`src/rtl/sprite_pixel_fetch.sv`:
```
// sprite_pixel_fetch: three-stage sprite hit test, pixel/palette fetch and colour select for 8 sprite slots
module sprite_pixel_fetch #(
  parameter int MAIN0_X = 64,
  parameter int MAIN0_Y = 48,
  parameter int MAIN1_X = 384,
  parameter int MAIN1_Y = 48,
  parameter int BAR_X = 16,
  parameter int BAR_Y = 400,
  parameter int BAR_STEP = 104,
  parameter logic [23:0] BG_RGB = 24'h000000,
  parameter logic [23:0] HL_RGB = 24'hFFFF00
) (
  input  logic        clk,
  input  logic        reset,
  input  logic [9:0]  hcount,
  input  logic [9:0]  vcount,
  input  logic        active,
  input  logic [7:0]  slot_en,
  input  logic [2:0]  cursor,
  output logic [14:0] addr_out,
  input  logic [3:0]  q,
  output logic [7:0]  addr_outh,
  input  logic [23:0] qh,
  output logic [23:0] rgb,
  output logic        rgb_valid
);
  function automatic logic [10:0] sx(input int k);
    return 11'(k == 0 ? MAIN0_X : k == 1 ? MAIN1_X : BAR_X + (k - 2) * BAR_STEP);
  endfunction
  function automatic logic [10:0] sy(input int k);
    return 11'(k == 0 ? MAIN0_Y : k == 1 ? MAIN1_Y : BAR_Y);
  endfunction
  logic [7:0] en_sh;
  logic [2:0] cur_sh, slot, slot1;
  logic [10:0] h11, v11;
  logic [5:0] dh, dv;
  logic hit, on_edge, hit1, brd1, act1, hit2, brd2, act2;
  logic [3:0] q_r;
  assign h11 = {1'b0, hcount};
  assign v11 = {1'b0, vcount};
  assign on_edge = dh == 6'd0 || dh == 6'd63 || dv == 6'd0 || dv == 6'd63;
  // descending scan so the lowest-numbered hit is the one left standing
  always_comb begin
    hit = 1'b0;
    slot = '0;
    dh = '0;
    dv = '0;
    for (int k = 7; k >= 0; k--)
      if (en_sh[k] && h11 >= sx(k) && h11 <= sx(k) + 11'd63 && v11 >= sy(k) && v11 <= sy(k) + 11'd63) begin
        hit = 1'b1;
        slot = 3'(k);
        dh = 6'(h11 - sx(k));
        dv = 6'(v11 - sy(k));
      end
  end
  always_ff @(posedge clk or posedge reset) begin
    if (reset) begin
      en_sh <= '0;
      cur_sh <= '0;
      addr_out <= '0;
      slot1 <= '0;
      hit1 <= 1'b0;
      brd1 <= 1'b0;
      act1 <= 1'b0;
      q_r <= '0;
      addr_outh <= '0;
      hit2 <= 1'b0;
      brd2 <= 1'b0;
      act2 <= 1'b0;
      rgb <= '0;
      rgb_valid <= 1'b0;
    end else begin
      if (hcount == 10'd0 && vcount == 10'd0) begin
        en_sh <= slot_en;
        cur_sh <= cursor;
      end
      hit1 <= active && hit;
      act1 <= active;
      brd1 <= active && hit && on_edge && slot == cur_sh && cur_sh >= 3'd2;
      if (active && hit) begin
        addr_out <= {slot, dv, dh};
        slot1 <= slot;
      end
      q_r <= q;
      addr_outh <= {1'b0, slot1, q};
      hit2 <= hit1;
      brd2 <= brd1;
      act2 <= act1;
      rgb_valid <= act2;
      rgb <= !act2 ? 24'h000000 : brd2 ? HL_RGB : (!hit2 || q_r == 4'd0) ? BG_RGB : qh;
    end
  end
endmodule

```
`config.mk`:
```
export PLATFORM = sky130hd
export DESIGN_NAME = sprite_pixel_fetch
export DESIGN_NICKNAME = d
export VERILOG_FILES = /design/src/rtl/sprite_pixel_fetch.sv
export SDC_FILE = /design/constraint.sdc
export NUM_CORES = 1
export LEC_CHECK = 0
export ABC_AREA = 0
export CAP_MARGIN = 5
export CORE_ASPECT_RATIO = 0.8
export CORE_MARGIN = 2
export CORE_UTILIZATION = 35
export DETAILED_ROUTE_END_ITERATION = 8
export PLACE_DENSITY_LB_ADDON = 0.12
export SLEW_MARGIN = 20
export SYNTH_ARGS = -nofsm -noshare
export SYNTH_HDL_FRONTEND = slang
export SYNTH_SLANG_ARGS = --single-unit
```
`constraint.sdc`:
```
create_clock -name clk -period 2.4 [get_ports clk]
set_input_delay 0.48 -clock clk [delete_from_list [all_inputs] [get_ports clk]]
set_output_delay 0.48 -clock clk [all_outputs]
set_load 0.02 [all_outputs]
```
==> flow_summary.toml, run 1 <==
[status]
run_status = "finished, violations left"
violations = "setup timing"

[sta]
rsz0062_at_grt = "yes"
max_freq_ghz = 0.395
slew_headroom_pct = 62.6
worst_slack_ns = -0.131
hold_violations = 0
fin_crit_sh_pct = 105
drv_slew = 0
fin_crit_ns = 2.53
tightest_slew_ns = 0.560
setup-violations-final = 11
skew_ns = 0.00567

[global_route]
grt_pass1_vias = 3252
grt.busiest_layer = "met1"
grt_util_met1_pct = 30.9
grt_usage_pct = 21.0
grt_max_degree = 37
antenna_found_initial = 0
use_met3_pct = 7.01
overflow = 0
grt_pass1_wl_um = 17200
use_met2_pct = 30.5

[critical_path]
crit_type = "in2reg"
critical_path.cell_chain = "buf_8, clkinvlp_4, ha_4, and2_4, a311o_1, a31o_4, a221oi_2, o21ai_1, a21oi_2, buf_4, o2111a_1, o2111a_1"
cp_slowest_cell = "a311o_1"
r2r-start = "en_sh[1]$_DFFE_PP0P_"
worst_path_most_repeated_cell = "o2111a_1"
crit_required_ns = 2.66
path_depth = 12
worst_ep_arrival_time_ns = 2.79
worst_setup_path_end_kind = "register"
crit_buf_inv = 3
r2r_end = "addr_out[13]$_DFFE_PP0P_"
r2r_cells = 10
max_stage_delay_ns = 0.36
critPathLaunchType = "primary input"
crit_end = "brd1$_DFF_PP0_"
critPathLaunch = "hcount[5]"
critical_path_peak_fanout = 4
ff2ff_setup_slack_ns = 0.08
cp_top_family = "compound AO/OA/AOI/OAI gates"

[final_layout]
finalCoreUtilization_pct = 65.7
layout-drive-gt1-share_pct = 40.8
fin_nets = 600
area_growth_pct = 79.4
final_cell_mix = "buf_4 (95), clkdlybuf4s50_1 (88), dfrtp_1 (64)"
final_cells = 645
n_antenna_cell = 0
final_common_cell = "buf_4"
fin_area_um2 = 6040

[place]
hpwl_um = 7680
io_buffers = 108
place_inst = 595
dp_slack_ns = -0.940
dpl-instance-area_um2 = 5190
gp_congestion = 0.886

[cts]
clk_path_buf_depth = 2
cts_tree = "built"
cts_sinks = 64
cts_root_buf = "clkbuf_16"
h-tree-depth = 3
clk_pin_slew_worst_paths_ns = 0.05
cts_made_buffers = 9
clk_latency_ns = 0.33

[power_and_ir_drop]
p_leak_nw = 2.71
power.density_nw_per_um2 = 491
ir_drop_mv = 0.336

[routing]
drt.antenna.violating_nets = 0
via_per_inst = 5.00
wl_per_cell_um = 17.0
post-route-drc-count = 0
drtIter0Drc = 243
first_pass_iters = 4
num_vias = 3223
routed_wl_um = 11000

[logic_synthesis]
ys.warnings.count = 0
synth_nets = 385
synthArstFlopShare_pct = 100
synth_seq_cells = 64
synth_area_um2 = 3370
ys_types = 63
syn-instance-count = 310
syn_area_per_cell_um2 = 10.9
ys.flop_type = "dfrtp_1"
ys_seq_area_share_pct = 47.5
synth_edf_count = 0

[floorplanning]
rows = 31
fp.dieH_um = 91.7
num_io_pins = 110
die_area_um2 = 10400
die_w_um = 114
coreArea_um2 = 9190
start_util_pct = 36.6

[job]
max-cap-violations = 0

[min_path]
hold_class = "reg2reg"
-- cell type report --
| type | instances | area (µm²) |
|---|---|---|
| multi-input combinational | 218 | 1950 |
| sequential | 64 | 1600 |
| inverter | 14 | 60.1 |
| timing repair buffer | 218 | 1970 |
| fill | 743 | 3150 |
| tap | 115 | 144 |
| clock inverter | 5 | 80.1 |
| clock buffer | 11 | 243 |
-- sequential cells by signal (all words and copies together), names as in the netlist --
name,count
cur_sh,3
rgb,24
hit2,1
q_r,3
addr_outh,4
rgb_valid,1
en_sh,8
act2,1
act1,1
addr_out,15
hit1,1
brd2,1
brd1,1
-- power breakdown --
group          internal [mW]  switching, mW  total (mW)
clock                  0.935          0.468        1.40
sequential              1.10         0.0136        1.11
combinational          0.250          0.202       0.452
total                   2.28          0.684        2.97
-- cells by family after synthesis --
kind of cell | share of synthesized area, %
flip-flops | 47.5
XOR/XNOR | 1.04
multiplexers | 6.65
AND/OR/NAND/NOR | 19.9
buffers and inverters | 3.53
adder cells (fa/ha/maj) | 4.83
AO/OA/AOI/OAI | 16.4
other | 0.111
-- per-stage QoR --
stage | hold slack, ns | power (mW) | setup TNS, ns
after floorplan | 0.331 | 1.28 | -0.714
final | 0.347 | 2.97 | -1.00
after detailed placement | 0.335 | 1.53 | -17.70
after CTS | 0.352 | 2.97 | -0.373
after global placement | 0.333 | 1.53 | -16.28
after global routing | 0.357 | 3.08 | -1.63
-- synthesized netlist by cell type (3+ instances only) --
| master | number | area [µm²] |
|---|---|---|
| mux2_2 | 19 | 214 |
| a31oi_1 | 5 | 31.3 |
| o21ai_0 | 16 | 80.1 |
| dfrtp_1 | 64 | 1600 |
| clkbuf_1 | 7 | 26.3 |
| nor2_1 | 9 | 33.8 |
| nor2b_1 | 19 | 119 |
| and2_1 | 11 | 68.8 |
| nand4_1 | 7 | 43.8 |
| or3_1 | 3 | 18.8 |
| nor4_4 | 3 | 63.8 |
| ha_1 | 13 | 163 |
| nand3_1 | 4 | 20.0 |
| nand2_1 | 18 | 67.6 |
| buf_2 | 5 | 25.0 |
| and4_1 | 3 | 26.3 |
| nor3_1 | 7 | 35.0 |
| inv_1 | 14 | 52.6 |
| nand4b_1 | 4 | 35.0 |
| a21oi_1 | 21 | 105 |
| o211a_1 | 3 | 30.0 |
-- repair_timing --
item	CTS	global route
setup buffers	20	11
cloned	2	1
hold buffers	0	0
resized for setup	86	54
endpoints found under the setup margin	25	15
pin swaps	23	21
-- per-layer routing --
layer,vias to the layer above,part of all wire (%)
met5,-,0
met4,0,0.84
met3,12,6.9
met2,101,43
met1,1544,49
li1,1566,-
-- worst min path at each step --
| stage | from | endpoint | slack (ns) | cells past startpoint |
|---|---|---|---|---|
| after floorplan | act1$_DFF_PP0_ | act2$_DFF_PP0_ | 0.33 | 0 |
| final | act1$_DFF_PP0_ | act2$_DFF_PP0_ | 0.35 | 0 |
| after CTS | brd1$_DFF_PP0_ | brd2$_DFF_PP0_ | 0.35 | 0 |
| after detailed placement | act1$_DFF_PP0_ | act2$_DFF_PP0_ | 0.33 | 0 |
| after global routing | hit1$_DFF_PP0_ | hit2$_DFF_PP0_ | 0.36 | 0 |
| after global placement | act1$_DFF_PP0_ | act2$_DFF_PP0_ | 0.33 | 0 |
No activity file was read; power rests on OpenSTA's default activity.
==> run 2: changes to the inputs <==
--- a/config.mk
+++ b/config.mk
@@ -5,13 +5,13 @@
 export SDC_FILE = /design/constraint.sdc
 export NUM_CORES = 1
 export LEC_CHECK = 0
-export ABC_AREA = 0
 export CAP_MARGIN = 5
 export CORE_ASPECT_RATIO = 0.8
 export CORE_MARGIN = 2
 export CORE_UTILIZATION = 35
 export DETAILED_ROUTE_END_ITERATION = 8
 export PLACE_DENSITY_LB_ADDON = 0.12
+export SKIP_CTS_REPAIR_TIMING = 1
 export SLEW_MARGIN = 20
 export SYNTH_ARGS = -nofsm -noshare
 export SYNTH_HDL_FRONTEND = slang
==> run 2 against run 1 <==
Effect of this change:
- the flow still finishes with violations (setup timing)
- sequential power is essentially flat
- final cell count shrank 2.5%
- clock skew is 0.0019 ns higher
- wire length is 4.8% lower
- flip-flop and latch count unchanged
- critical path depth fell by 2
- critical path type unchanged
- largest power group unchanged
- highest routed layer unchanged
==> flow_summary.toml, run 2 (synthesized netlist as in run 1, its figures left out) <==
[status]
run_status = "finished, violations left"
violations = "setup timing"

[final_layout]
n_antenna_cell = 0
nFillCells = 764
largestRegisters = "rgb: 24 flops, addr_out: 15 flops, en_sh: 8 flops"
final_cells = 629
layout-drive-gt1-share_pct = 34.8
area_growth_pct = 72.3
final_cell_mix = "clkdlybuf4s50_1 (88), buf_4 (84), dfrtp_1 (64)"
largest_register = "rgb"
largest_reg_flops = 24
final_common_cell = "clkdlybuf4s50_1"
fin_nets = 584

[critical_path]
crit_type = "in2reg"
ff2ff_setup_slack_ns = 0.08
critPathLaunchType = "primary input"
crit_required_ns = 2.66
crit_end = "brd1$_DFF_PP0_"
cp_slowest_cell = "a2111oi_4"
r2r_cells = 11
worst_ep_arrival_time_ns = 2.78
critPathLaunch = "hcount[8]"
critical_path_peak_fanout = 3
worst_setup_path_end_kind = "register"
worst_path_most_repeated_cell = "buf_6"
cp_top_family = "compound AO/OA/AOI/OAI gates"
path_depth = 10
r2r-start = "en_sh[1]$_DFFE_PP0P_"
max_stage_delay_ns = 0.47
critical_path.cell_chain = "buf_6, or3_4, a2111oi_4, nor4_4, buf_4, a211o_1, buf_6, or3b_1, mux2i_1, o2111a_1"
r2r_end = "brd1$_DFF_PP0_"
crit_buf_inv = 3

[sta]
setup-violations-final = 9
max_freq_ghz = 0.397
rsz0062_at_grt = "yes"
drv_slew = 0
slew_headroom_pct = 62.7
fin_crit_ns = 2.52
skew_ns = 0.00760
fin_crit_sh_pct = 105
tightest_slew_ns = 0.560
hold_violations = 0
worst_slack_ns = -0.117
setup_tns_ns = -0.341

[routing]
num_vias = 3130
first_pass_iters = 6
post-route-drc-count = 0
drt.antenna.violating_nets = 0
wl_per_cell_um = 16.6
routed_wl_um = 10400
drtIter0Drc = 196
via_per_inst = 4.98

[floorplanning]
fp.dieH_um = 91.7
num_io_pins = 110
start_util_pct = 36.6
die_area_um2 = 10400
rows = 31
coreArea_um2 = 9190
die_w_um = 114

[global_route]
grt_pass1_wl_um = 16300
grt_pass1_vias = 3104
antenna_found_initial = 0
overflow = 0
grt_usage_pct = 19.9
grt_max_degree = 37

[power_and_ir_drop]
ir_drop_mv = 0.345
switching_share_pct = 22.6
p_seq_share_pct = 37.7
pwr-share-clk_pct = 47.3
p_comb_share_pct = 15.0
switchingPower_mw = 0.668
p_leak_nw = 2.69
p_int_mw = 2.28
power.density_nw_per_um2 = 508

[cts]
cts_root_buf = "clkbuf_16"
clk_latency_ns = 0.33
cts_made_buffers = 9
cts_tree = "built"
clk_path_buf_depth = 2
h-tree-depth = 3
clk_pin_slew_worst_paths_ns = 0.05
cts_sinks = 64

[min_path]
hold_class = "reg2reg"
worstHoldStart = "brd1$_DFF_PP0_"

[place]
place_inst = 595
hpwl_um = 7680
io_buffers = 108
gp_congestion = 0.886

[job]
max-cap-violations = 0
[run 2: worst min path at each step]
stage	end	cells past startpoint
after floorplan	act2$_DFF_PP0_	0
after global placement	act2$_DFF_PP0_	0
after detailed placement	act2$_DFF_PP0_	0
after CTS	brd2$_DFF_PP0_	0
after global routing	hit2$_DFF_PP0_	0
final	brd2$_DFF_PP0_	0
[run 2: routing by layer]
| metal | wire length [µm] | GRT usage [%] | vias up |
|---|---|---|---|
| li1 | - | - | 1533 |
| met1 | 5290 | 30.0 | 1496 |
| met2 | 4410 | 28.2 | 90 |
| met3 | 656 | 6.41 | 11 |
| met4 | 75 | 3.15 | 0 |
| met5 | 0 | 0 | - |
[run 2: final cells by class]
type	count	area, µm²	area share (%)
clock buffer	11	243	4.18
multi-input combinational	218	1810	31.2
timing repair buffer	202	1860	32.1
clock inverter	5	80.1	1.38
tap	115	144	2.48
inverter	14	60.1	1.03
sequential	64	1600	27.6
[run 2: stage by stage]
step	util, %	worst slack, ns	hold slack [ns]	instance area, µm²	power (mW)
5_1_grt	63.1	-0.143	0.357	5800	3.07
6_report	63.1	-0.117	0.347	5800	2.95
4_1_cts	59.9	-0.624	0.352	5510	2.95
2_1_floorplan	-	-0.0798	0.331	3430	1.28
3_3_place_gp	56.4	-0.858	0.333	5190	1.53
3_5_place_dp	56.4	-0.940	0.335	5190	1.53
[run 2: worst reg2reg max path, delay by kind of cell, from the launching register on]
family                 cells  cell delay (ns)
DFF                        1             0.34
AOI/OAI and AO/OA          5             0.77
and+or+nand+nor            3             0.60
buffers and inverters      3             0.48
[run 2: power groups by stage]
stage / clock, mW / combinational [mW] / sequential (mW)
2_1_floorplan: 0 / 0.128 / 1.15
3_3_place_gp: 0 / 0.401 / 1.13
3_5_place_dp: 0 / 0.404 / 1.13
4_1_cts: 1.43 / 0.406 / 1.11
5_1_grt: 1.48 / 0.472 / 1.11
6_report: 1.40 / 0.441 / 1.11
==> run 3: changes to the inputs <==
--- a/config.mk
+++ b/config.mk
@@ -8,11 +8,10 @@
 export CAP_MARGIN = 5
 export CORE_ASPECT_RATIO = 0.8
 export CORE_MARGIN = 2
-export CORE_UTILIZATION = 35
+export CORE_UTILIZATION = 40
 export DETAILED_ROUTE_END_ITERATION = 8
 export PLACE_DENSITY_LB_ADDON = 0.12
 export SKIP_CTS_REPAIR_TIMING = 1
-export SLEW_MARGIN = 20
 export SYNTH_ARGS = -nofsm -noshare
 export SYNTH_HDL_FRONTEND = slang
 export SYNTH_SLANG_ARGS = --single-unit
==> constraint.sdc (replaced) <==
create_clock -name clk -period 2.4 [get_ports clk]
set_input_delay 0.48 -clock clk [delete_from_list [all_inputs] [get_ports clk]]
set_output_delay 0.48 -clock clk [all_outputs]
set_load 0.005 [all_outputs]
==> run 3 against run 2 <==
Effect of this change:
- the flow still finishes with violations (setup timing)
- core utilization grew 10 points
- global-route usage grew 3.4 points
- worst hold slack gained 0.011 ns
- fmax is essentially flat
- clock skew shrank 0.0010 ns
- die area shrank 12%
==> flow_summary.toml, run 3 (synthesized netlist as in run 1, its figures left out) <==
[status]
run_status = "finished, violations left"
violations = "setup timing"

[sta]
tightest_slew_ns = 0.546
rsz0062_at_grt = "yes"
setup_tns_ns = -0.119
drv_slew = 0
worst_slack_ns = -0.119
skew_ns = 0.00656
fin_crit_sh_pct = 105
hold_violations = 0
slew_headroom_pct = 63.6
max_freq_ghz = 0.397
fin_crit_ns = 2.52
setup-violations-final = 1
hold-worst-slack_ns = 0.358

[final_layout]
layout-drive-gt1-share_pct = 37.6
final_cells = 634
fin_nets = 596
final_common_cell = "buf_4"
largest_register = "rgb"
finalCoreUtilization_pct = 73.1
largest_reg_flops = 24
area_growth_pct = 74.9
n_antenna_cell = 0
nFillCells = 599
largestRegisters = "rgb: 24 flops, addr_out: 15 flops, en_sh: 8 flops"
final_cell_mix = "buf_4 (93), clkdlybuf4s50_1 (88), dfrtp_1 (64)"

[place]
hpwl_um = 7880
gp_congestion = 0.871
io_buffers = 108
place_inst = 598

[routing]
num_vias = 3239
via_per_inst = 5.11
dr_wl_met2_um = 4860
first_pass_iters = 5
wl_met3_um = 828
drtIter0Drc = 166
routed_wl_um = 10800
wl_per_cell_um = 17.1
highest_layer = "met4"
met1_length_um = 5090
drt.antenna.violating_nets = 0
post-route-drc-count = 0

[critical_path]
cp_slowest_cell = "o31a_1"
critical_path.cell_chain = "buf_8, clkinvlp_4, ha_4, and2_4, buf_6, nor4b_4, a31o_4, a32oi_2, o211a_1, o31a_1, o41ai_2, o2111a_1"
critical_path_peak_fanout = 4
worst_ep_arrival_time_ns = 2.80
critPathLaunchType = "primary input"
crit_type = "in2reg"
max_stage_delay_ns = 0.33
crit_required_ns = 2.68
worst_setup_path_end_kind = "register"

[floorplanning]
coreArea_um2 = 8060
fp.dieH_um = 86.1
num_io_pins = 110
rows = 29
die_area_um2 = 9180
start_util_pct = 41.8
die_w_um = 107

[power_and_ir_drop]
switchingPower_mw = 0.645
ir_drop_mv = 0.351
pwr-share-clk_pct = 38.9
p_seq_share_pct = 43.7
power.density_nw_per_um2 = 432
p_leak_nw = 2.71
switching_share_pct = 25.4
p_comb_share_pct = 17.4
p_int_mw = 1.90

[global_route]
overflow = 0
grt_max_degree = 65
antenna_found_initial = 0
grt_pass1_wl_um = 16500
grt_pass1_vias = 3090
grt_usage_pct = 23.3

[cts]
clk_pin_slew_worst_paths_ns = 0.08
clk_path_buf_depth = 2
h-tree-depth = 3
cts_tree = "built"
cts_made_buffers = 9
cts_root_buf = "clkbuf_8"
cts_sinks = 64
clk_latency_ns = 0.34

[min_path]
hold_class = "reg2reg"

[job]
max-cap-violations = 0
## run 3: critical path, delay by kind of cell
family | cells | cell delay, ns
AO/OA/AOI/OAI | 6 | 1.30
buffers and inverters | 3 | 0.34
AND/OR/NAND/NOR | 2 | 0.46
adder cells (fa/ha/maj) | 1 | 0.21
## run 3: final timing paths
check	start	end	slack, ns	depth (start not counted)
worst min register to register	hit1$_DFF_PP0_	hit2$_DFF_PP0_	0.36	0
max in group asynchronous	reset	rgb[2]$_DFF_PP0_	1.60	3
worst min-delay path	hit1$_DFF_PP0_	hit2$_DFF_PP0_	0.36	0
min in group asynchronous	reset	en_sh[1]$_DFFE_PP0P_	0.52	3
worst max-delay path	hcount[5]	brd1$_DFF_PP0_	-0.12	12
worst max register to register	en_sh[1]$_DFFE_PP0P_	brd1$_DFF_PP0_	0.09	10
## run 3: metal layers
layer	vias to the layer above	global-route usage, %
met5	-	0
met4	0	3.90
met1	1552	34.6
met3	11	5.70
met2	115	35.0
li1	1561	-
## run 3: through the flow
| stage | area [µm²] | power (mW) | setup slack [ns] |
|---|---|---|---|
| 2_1_floorplan | 3430 | 1.26 | -0.0798 |
| 3_3_place_gp | 5240 | 1.52 | -0.850 |
| 3_5_place_dp | 5240 | 1.52 | -0.878 |
| 4_1_cts | 5460 | 2.51 | -0.541 |
| 5_1_grt | 5890 | 2.65 | -0.179 |
| 6_report | 5890 | 2.54 | -0.119 |
## run 3: area by class of cell
class,count,area (µm²),share of cell area [%]
Clock buffer,11,151,2.57
Clock inverter,5,63.8,1.08
Inverter,14,60.1,1.02
Multi-Input combinational cell,218,1940,33.0
Sequential cell,64,1600,27.2
Tap cell,108,135,2.29
Timing Repair Buffer,214,1930,32.8
## run 3: power by group through the flow
stage	registers (mW)	logic, mW	clock network, mW
CTS	1.11	0.396	1.00
global route	1.11	0.476	1.06
global placement	1.13	0.390	0
finish	1.11	0.443	0.990
detailed placement	1.13	0.393	0
floorplan	1.13	0.127	0
